`src/rtl/aud_i2s_player_if.sv`:
```
// Player-side signal bundle for the I2S DAC serialiser.
// The master side supplies enable, mute, the LR clock and the sample.
// The slave side, which is the player, returns the serial data and status.
interface aud_i2s_player_if;
  logic        i_en;
  logic        i_mute;
  logic        i_daclrck;
  logic [15:0] i_dac_data;
  logic        o_aud_dacdat;
  logic        o_sample_done;
  logic        o_frame_err;
  logic [19:0] o_sample_cnt;

  modport master (
    output i_en,
    output i_mute,
    output i_daclrck,
    output i_dac_data,
    input  o_aud_dacdat,
    input  o_sample_done,
    input  o_frame_err,
    input  o_sample_cnt
  );

  modport slave (
    input  i_en,
    input  i_mute,
    input  i_daclrck,
    input  i_dac_data,
    output o_aud_dacdat,
    output o_sample_done,
    output o_frame_err,
    output o_sample_cnt
  );
endinterface

```
`src/rtl/aud_i2s_player.sv`:
```
// I2S DAC serialiser.
// On each qualifying LRCK edge it latches a 16-bit sample and shifts it out MSB first.
// The MSB leaves one BCLK after the LRCK change, which is the I2S delay.
// An LRCK edge that arrives mid-word aborts the word and sets a sticky frame error.
module aud_i2s_player #(
  parameter bit STEREO = 1'b1
) (
  input  logic             i_clk,
  input  logic             i_rst,
  aud_i2s_player_if.slave  bus
);

  typedef enum logic [1:0] {S_IDLE, S_SEND, S_HOLD} state_t;

  state_t      r_state;
  logic        r_lrck_d;
  logic [15:0] r_shift;
  logic [3:0]  r_bitcnt;
  logic        r_dacdat;
  logic        r_done;
  logic        r_err;
  logic [19:0] r_cnt;

  state_t      w_state_d;
  logic [15:0] w_shift_d;
  logic [3:0]  w_bitcnt_d;
  logic        w_dacdat_d;
  logic        w_done_d;
  logic        w_err_d;
  logic [19:0] w_cnt_d;

  logic        w_edge;
  logic        w_qual;
  logic [15:0] w_word;

  assign w_edge = bus.i_daclrck ^ r_lrck_d;
  // Mono mode only answers the falling edge, which starts the left half-frame.
  assign w_qual = w_edge & bus.i_en & (STEREO | ~bus.i_daclrck);
  assign w_word = bus.i_mute ? 16'h0000 : bus.i_dac_data;

  // Next-state and next-output logic; outputs are registered below.
  always_comb begin
    w_state_d  = r_state;
    w_shift_d  = r_shift;
    w_bitcnt_d = r_bitcnt;
    w_dacdat_d = 1'b0;
    w_done_d   = 1'b0;
    w_err_d    = r_err;
    w_cnt_d    = r_cnt;
    if (w_edge) begin
      // Still in S_SEND means bit 0 has not been driven yet, so this word is cut short.
      if (r_state == S_SEND) begin
        w_err_d = 1'b1;
      end
      if (w_qual) begin
        w_state_d  = S_SEND;
        w_shift_d  = w_word;
        w_bitcnt_d = 4'd15;
        w_dacdat_d = w_word[15];
      end else if (!bus.i_en) begin
        w_state_d = S_IDLE;
      end else if (r_state != S_IDLE) begin
        w_state_d = S_HOLD;
      end
    end else begin
      case (r_state)
        S_SEND: begin
          w_shift_d  = {r_shift[14:0], 1'b0};
          w_dacdat_d = r_shift[14];
          w_bitcnt_d = r_bitcnt - 4'd1;
          if (r_bitcnt == 4'd1) begin
            // This cycle drives bit 0, so the word is now complete.
            w_done_d  = 1'b1;
            w_cnt_d   = r_cnt + 20'd1;
            w_state_d = S_HOLD;
          end
        end
        default: begin
        end
      endcase
    end
  end

  // State and output registers, cleared asynchronously by reset.
  always_ff @(posedge i_clk or posedge i_rst) begin
    if (i_rst) begin
      r_state  <= S_IDLE;
      r_lrck_d <= 1'b0;
      r_shift  <= 16'h0000;
      r_bitcnt <= 4'd0;
      r_dacdat <= 1'b0;
      r_done   <= 1'b0;
      r_err    <= 1'b0;
      r_cnt    <= 20'd0;
    end else begin
      r_state  <= w_state_d;
      r_lrck_d <= bus.i_daclrck;
      r_shift  <= w_shift_d;
      r_bitcnt <= w_bitcnt_d;
      r_dacdat <= w_dacdat_d;
      r_done   <= w_done_d;
      r_err    <= w_err_d;
      r_cnt    <= w_cnt_d;
    end
  end

  assign bus.o_aud_dacdat  = r_dacdat;
  assign bus.o_sample_done = r_done;
  assign bus.o_frame_err   = r_err;
  assign bus.o_sample_cnt  = r_cnt;

endmodule

```
`src/flat_wrapper.sv`:
```
// flat-port wrapper written by rule: the top's interface ports become plain ports
module aud_i2s_player_flat 
#(
  parameter bit STEREO = 1'b1
)
  (i_clk, i_rst, bus_i_en, bus_i_mute, bus_i_daclrck, bus_i_dac_data, bus_o_aud_dacdat, bus_o_sample_done, bus_o_frame_err, bus_o_sample_cnt);
  aud_i2s_player_if bus_i ();
  input  logic i_clk;
  input  logic i_rst;
  input wire logic [$bits(bus_i.i_en)-1:0] bus_i_en;
  input wire logic [$bits(bus_i.i_mute)-1:0] bus_i_mute;
  input wire logic [$bits(bus_i.i_daclrck)-1:0] bus_i_daclrck;
  input wire logic [$bits(bus_i.i_dac_data)-1:0] bus_i_dac_data;
  output wire logic [$bits(bus_i.o_aud_dacdat)-1:0] bus_o_aud_dacdat;
  output wire logic [$bits(bus_i.o_sample_done)-1:0] bus_o_sample_done;
  output wire logic [$bits(bus_i.o_frame_err)-1:0] bus_o_frame_err;
  output wire logic [$bits(bus_i.o_sample_cnt)-1:0] bus_o_sample_cnt;
  assign bus_i.i_en = bus_i_en;
  assign bus_i.i_mute = bus_i_mute;
  assign bus_i.i_daclrck = bus_i_daclrck;
  assign bus_i.i_dac_data = bus_i_dac_data;
  assign bus_o_aud_dacdat = bus_i.o_aud_dacdat;
  assign bus_o_sample_done = bus_i.o_sample_done;
  assign bus_o_frame_err = bus_i.o_frame_err;
  assign bus_o_sample_cnt = bus_i.o_sample_cnt;
  aud_i2s_player #(.STEREO(STEREO)) u_core (.i_clk(i_clk), .i_rst(i_rst), .bus(bus_i));
endmodule
```
`config.mk`:
```
export PLATFORM = sky130hd
export DESIGN_NAME = aud_i2s_player_flat
export DESIGN_NICKNAME = d
export VERILOG_FILES = /design/src/rtl/aud_i2s_player_if.sv /design/src/rtl/aud_i2s_player.sv /design/src/flat_wrapper.sv
export SDC_FILE = /design/constraint.sdc
export NUM_CORES = 1
export LEC_CHECK = 0
export CORE_MARGIN = 2
export CORE_UTILIZATION = 40
export CTS_BUF_LIST = sky130_fd_sc_hd__clkbuf_8
export DETAILED_ROUTE_END_ITERATION = 6
export MAX_ROUTING_LAYER = met4
export PLACE_DENSITY = 0.65
export SETUP_SLACK_MARGIN = 0.05
export SKIP_CTS_REPAIR_TIMING = 1
export SLEW_MARGIN = 15
export SYNTH_ARGS = -nofsm -noshare
export SYNTH_HDL_FRONTEND = slang
export SYNTH_SLANG_ARGS = --single-unit
export TNS_END_PERCENT = 10
```
`constraint.sdc`:
```
create_clock -name i_clk -period 2.65 [get_ports i_clk]
set_input_delay 0.795 -clock i_clk [delete_from_list [all_inputs] [get_ports i_clk]]
set_output_delay 0.795 -clock i_clk [all_outputs]
set_load 0.01 [all_outputs]
```
After elaboration in Yosys (flattened, before gate mapping)
Cells that the tools add are included.

Bits in writable memories: 0. Bits in registers: 45. Bits in latches: 0. Memories: 0. Logic and storage cells: 43. Output and inout bits: 23. ROM bits: 0. Bits of input ports: 21.

Shift operators: 0. Bitwise operators: 3. Reduce and logical (&&, ||, !) cells: 7. Multiply operators: 0. Eq/ne operators: 4. Add/subtract/negate cells: 2. Div/mod/pow operators: 0. Multiplexer cells: 19. Magnitude comparators: 0.

Operators by type and width (number): $mux W15 (3); $add A20 B1 Y20 const B (1); $mux W16 (1); $mux W2 (6); $mux W4 (3); $mux W1 (6); $reduce_and A3 Y1 (2); $reduce_bool A2 Y1 (3); $eq A4 B1 Y1 const B (1); $ne A4 B4 Y1 const B (1); $reduce_and A2 Y1 (2); $sub A4 B1 Y4 const B (1); $eq A2 B1 Y1 const B (1); $ne A2 B2 Y1 const B (1); $and A1 B1 Y1 (1); $not A1 Y1 (1); $xor A1 B1 Y1 (1).

Longest topological paths before layout
Gate-level depths: netlist of the first run.

Depth after elaboration: 5. Gate-level depth with buffers: 7. Depth with buffers taken out: 6.

Worst setup path before layout of the first run
No wires, ideal clock.

Path kind: input-to-reg. From: input port bus_i_daclrck. To: register u_core.r_shift[2]. Setup time: 0.135 ns. Required time: 2.515 ns. Buffers on the path: 1. Path slack: 0.694 ns. Arrival: 1.821 ns. Stages: 4. Path through: xnor2_1 -> mux2i_1 -> clkbuf_1 -> o21ai_0.

Cells in the longest elaborated chain, start to end: 4. Elaborated cells between the ends (all ways): 6. Those cells by class: eq/ne: 1; mux: 1; bitwise: 2; reduce/logical: 2.

RTL lines: start: declaration (line flat_wrapper.sv:12) `input wire logic [$bits(bus_i.i_daclrck)-1:0] bus_i_daclrck;`; $xor A1 B1 Y1 (*) (line aud_i2s_player.sv:36) `assign w_edge = bus.i_daclrck ^ r_lrck_d;`; $and A1 B1 Y1 (line aud_i2s_player.sv:38) `assign w_qual = w_edge & bus.i_en & (STEREO | ~bus.i_daclrck);`; $ne A2 B2 Y1 (no line); $reduce_and A2 Y1 (no line); end signal: assignment (line aud_i2s_player.sv:98) `r_shift <= w_shift_d;`; end: declaration (line aud_i2s_player.sv:17) `logic [15:0] r_shift;`.

Every way passes the cells marked *; elsewhere a longest branch is shown, timed or not. A chain may end at the register's enable or synchronous reset.

Worst setup path after layout of the first run
From: input port bus_i_daclrck. To: register u_core.r_cnt[7] (netlist: u_core.bus.o_sample_cnt[7]).

Cells in the longest elaborated chain, start to end: 3.

RTL lines: $xor A1 B1 Y1 (line aud_i2s_player.sv:36); $not A1 Y1 (no line); $reduce_and A3 Y1 (no line); end signal: assignment (line aud_i2s_player.sv:103) `r_cnt <= w_cnt_d;`; end: declaration (line aud_i2s_player.sv:22) `logic [19:0] r_cnt;`.

Every way passes these cells.

==> out/qor.csv, run 1 <==
metric,value,unit
synth_compound_area_frac,0.0884,
coreArea,5070,um^2
clock.fmax,428,MHz
ys.flop_type,dfrtp_1,
fin_hold_ws,456,ps
instances_no_fill,318,
clockPowerShare,0.286,
worstReg2RegEnd,u_core.bus.o_sample_cnt[18],
synth_seq_cells,45,
cts_buffers,5,
finalCriticalPeriod,2340,ps
cts_root_buf,clkbuf_8,
cts_buffer_depth,2,
chipWidth,76.1,um
grt_max_degree,31,
fillers,478,
crit_path_end_kind,flip-flop,
area_delta_synth_final,31.5,%
grt_pass1_vias,1557,
worst_setup_path_start_kind,input port,
drv_cap,0,
synth_most_common_cell,dfrtp_1,
nets,272,
synth-seq-area-share,0.542,
grt.total_usage,0.153,
skew,6.03,ps
drive_gt1_frac,0.0766,
place_congestion,0.840,
hold_viol_final,0,
synth_top_family_by_area,simple AND/OR/NAND/NOR gates,
status,"finished, final reports clean",
grt.overflow.total,0,
met1_usage,0.187,
yosys.area_share.simple,0.224,
power_density,533,nW/um^2
cp_max_fo,7,
ant_nets,0,
dp_cells,311,
diodes,0,
cts_tree,yes,
cp.arrival,2540,ps
required,2860,ps
worstMarginPinSlew,808,ps
drtIter0Drc,66,
min_path_type,reg -> reg,
setup_viol,0,
synth_fa_ha_area_frac,0.0181,
busiest_layer,met2,
path_clk_slew,80,ps
synth_area_leaders,"dfrtp_1 54%, xnor2_1 7.2%, nand2_1 5.2%",
io-pin-count,44,
synth_xor_xnor_area_share,0.0969,
cts_max_level,2,
worstSkewPairLatency,290,ps
p_leak,1.10,nW
period_share,0.882,
critPathKind,in -> reg,
yosysWarningCount,0,
drv_slew,0,
holdPathEnd,u_core.bus.o_frame_err,
synth.area.mux_share,0.0102,
synthCells,200,
start_util,0.410,
peakVddDrop,0.000236,V
power_frac_seq,0.552,
placement_rows,26,
io_buffers,43,
synth_commonest_cells,"45 x dfrtp_1, 29 x nand2_1, 17 x xnor2_1, 16 x o21ai_0, 15 x a21oi_1",
vias,1565,
rsz0062_at_grt,no,
ys_types,30,
power.internal,1.07,mW
grt_pass1_wl,7030,um
wl_per_cell,12.2,um
synth-async-reset-ratio,1.00,
r2r_cells,6,
drc,0,
hpwl,2850,um
grt_antenna_before_repair,0,
clock-sinks,45,
wl,3880,um
synth_edf_count,0,
use_met3,0.0415,
avgSynthCellArea,10.4,um^2
syn_area,2080,um^2
die_h,76.1,um
switching_power,0.384,mW
synth_top_area_share,0.542,
hold_depth,1,
synth_nets,224,
firstDrtPassIters,4,
reg2reg_slack,600,ps
post_drt_via_cell_ratio,4.92,
p_sw_frac,0.264,
min_from,u_core.bus.o_frame_err,
globalRouteMet2Util,0.252,
power_frac_comb,0.162,
synth_top_cell_by_area,dfrtp_1,
die_area,5790,um^2
r2r_start,u_core.r_bitcnt[1],
max_slew_margin,0.460,
finalPower,1.46,mW
[placed cells by master (no fill, tap or decap), types with 2 or more instances in the layout]
master / n
nor3_1: 3
nor3b_1: 14
clkdlybuf4s50_1: 43
ha_1: 3
buf_12: 2
o21ai_0: 16
buf_4: 4
o211ai_1: 2
nor2_1: 4
clkbuf_8: 6
xor2_1: 6
nand3_1: 11
nand2_1: 29
xnor2_1: 16
nand4_1: 6
dfrtp_1: 45
inv_1: 3
nand2b_1: 3
a21oi_1: 15
nor4_4: 2
nor4_1: 2
[metrics by stage]
| stage | worst slack, ps | utilization | setup TNS [ps] | area (um^2) |
|---|---|---|---|---|
| 6_report | 314 | 0.539 | 0 | 2730 |
| 5_1_grt | 189 | 0.539 | 0 | 2730 |
| 4_1_cts | 282 | 0.539 | 0 | 2730 |
| 3_5_place_dp | -18.1 | 0.522 | -25.7 | 2650 |
| 3_3_place_gp | 52.0 | 0.522 | 0 | 2650 |
| 2_1_floorplan | 694 | - | 0 | 2080 |
[critical path: stages]
cell             delay (ps)
clkdlybuf4s50_1         550
xor2_1                  670
nor4_4                  100
buf_4                   200
nand4_1                 100
xnor2_1                 130
[logic make-up (layout without fill, tap and decap cells)]
kind of cell | count (synthesis) | count (layout)
compound gates | 35 | 35
mux | 2 | 2
buf+inv | 11 | 59
simple gates | 81 | 81
flops | 45 | 45
xor+xnor | 23 | 23
fa+ha+maj | 3 | 3
[layer usage]
metal  routed length, um  vias up  share of wire
met5                   0        -              0
met2                1880       39           0.48
met3                 194        4          0.050
met4                  33        0         0.0085
met1                1780      732           0.46
li1                    -      790              -
[power by group through the flow]
stage / combinational (mW) / sequential, mW / clock (mW)
3_5_place_dp: 0.240 / 0.817 / 0
5_1_grt: 0.275 / 0.817 / 0.460
6_report: 0.236 / 0.804 / 0.417
3_3_place_gp: 0.235 / 0.817 / 0
2_1_floorplan: 0.144 / 0.809 / 0
4_1_cts: 0.242 / 0.805 / 0.431
[registers in the layout, indices dropped and copies added (netlist names)]
signal / cells
u_core.r_state: 2
u_core.bus.o_sample_done: 1
u_core.r_bitcnt: 4
u_core.bus.o_sample_cnt: 20
u_core.bus.o_aud_dacdat: 1
u_core.r_lrck_d: 1
u_core.r_shift: 15
u_core.bus.o_frame_err: 1
[worst max-delay path by stage]
stage | startpoint | to | slack [ps] | depth (start not counted)
after global routing | bus_i_daclrck | u_core.bus.o_aud_dacdat | 190 | 4
after global placement | bus_i_daclrck | u_core.r_shift[0] | 50 | 4
after detailed placement | bus_i_daclrck | u_core.r_shift[0] | -20 | 4
after CTS | bus_i_daclrck | u_core.bus.o_aud_dacdat | 280 | 4
final | bus_i_daclrck | u_core.bus.o_sample_cnt[7] | 310 | 6
after floorplan | bus_i_daclrck | u_core.r_shift[2] | 690 | 4
[final cells by class]
type                    count  area [um^2]  share of cell area
well taps                  70         87.6              0.0320
inverters                   3         11.3             0.00412
repair buffers             49          500               0.183
clock buffers               6         82.6              0.0302
flip-flops and latches     45         1130               0.412
clock inverters             1         3.75             0.00137
multi-input cells         144          922               0.337
Note: power is estimated with default switching activity, not from simulation.
==> run 2: changes to the inputs <==
--- a/config.mk
+++ b/config.mk
@@ -8,7 +8,9 @@
 export CORE_MARGIN = 2
 export CORE_UTILIZATION = 40
 export CTS_BUF_LIST = sky130_fd_sc_hd__clkbuf_8
+export CTS_CLUSTER_SIZE = 10
 export DETAILED_ROUTE_END_ITERATION = 6
+export HOLD_SLACK_MARGIN = 0.12
 export MAX_ROUTING_LAYER = met4
 export PLACE_DENSITY = 0.65
 export SETUP_SLACK_MARGIN = 0.05
==> results of run 2 <==
Same layout as run 1: the final DEF is identical, and so are final timing and power.
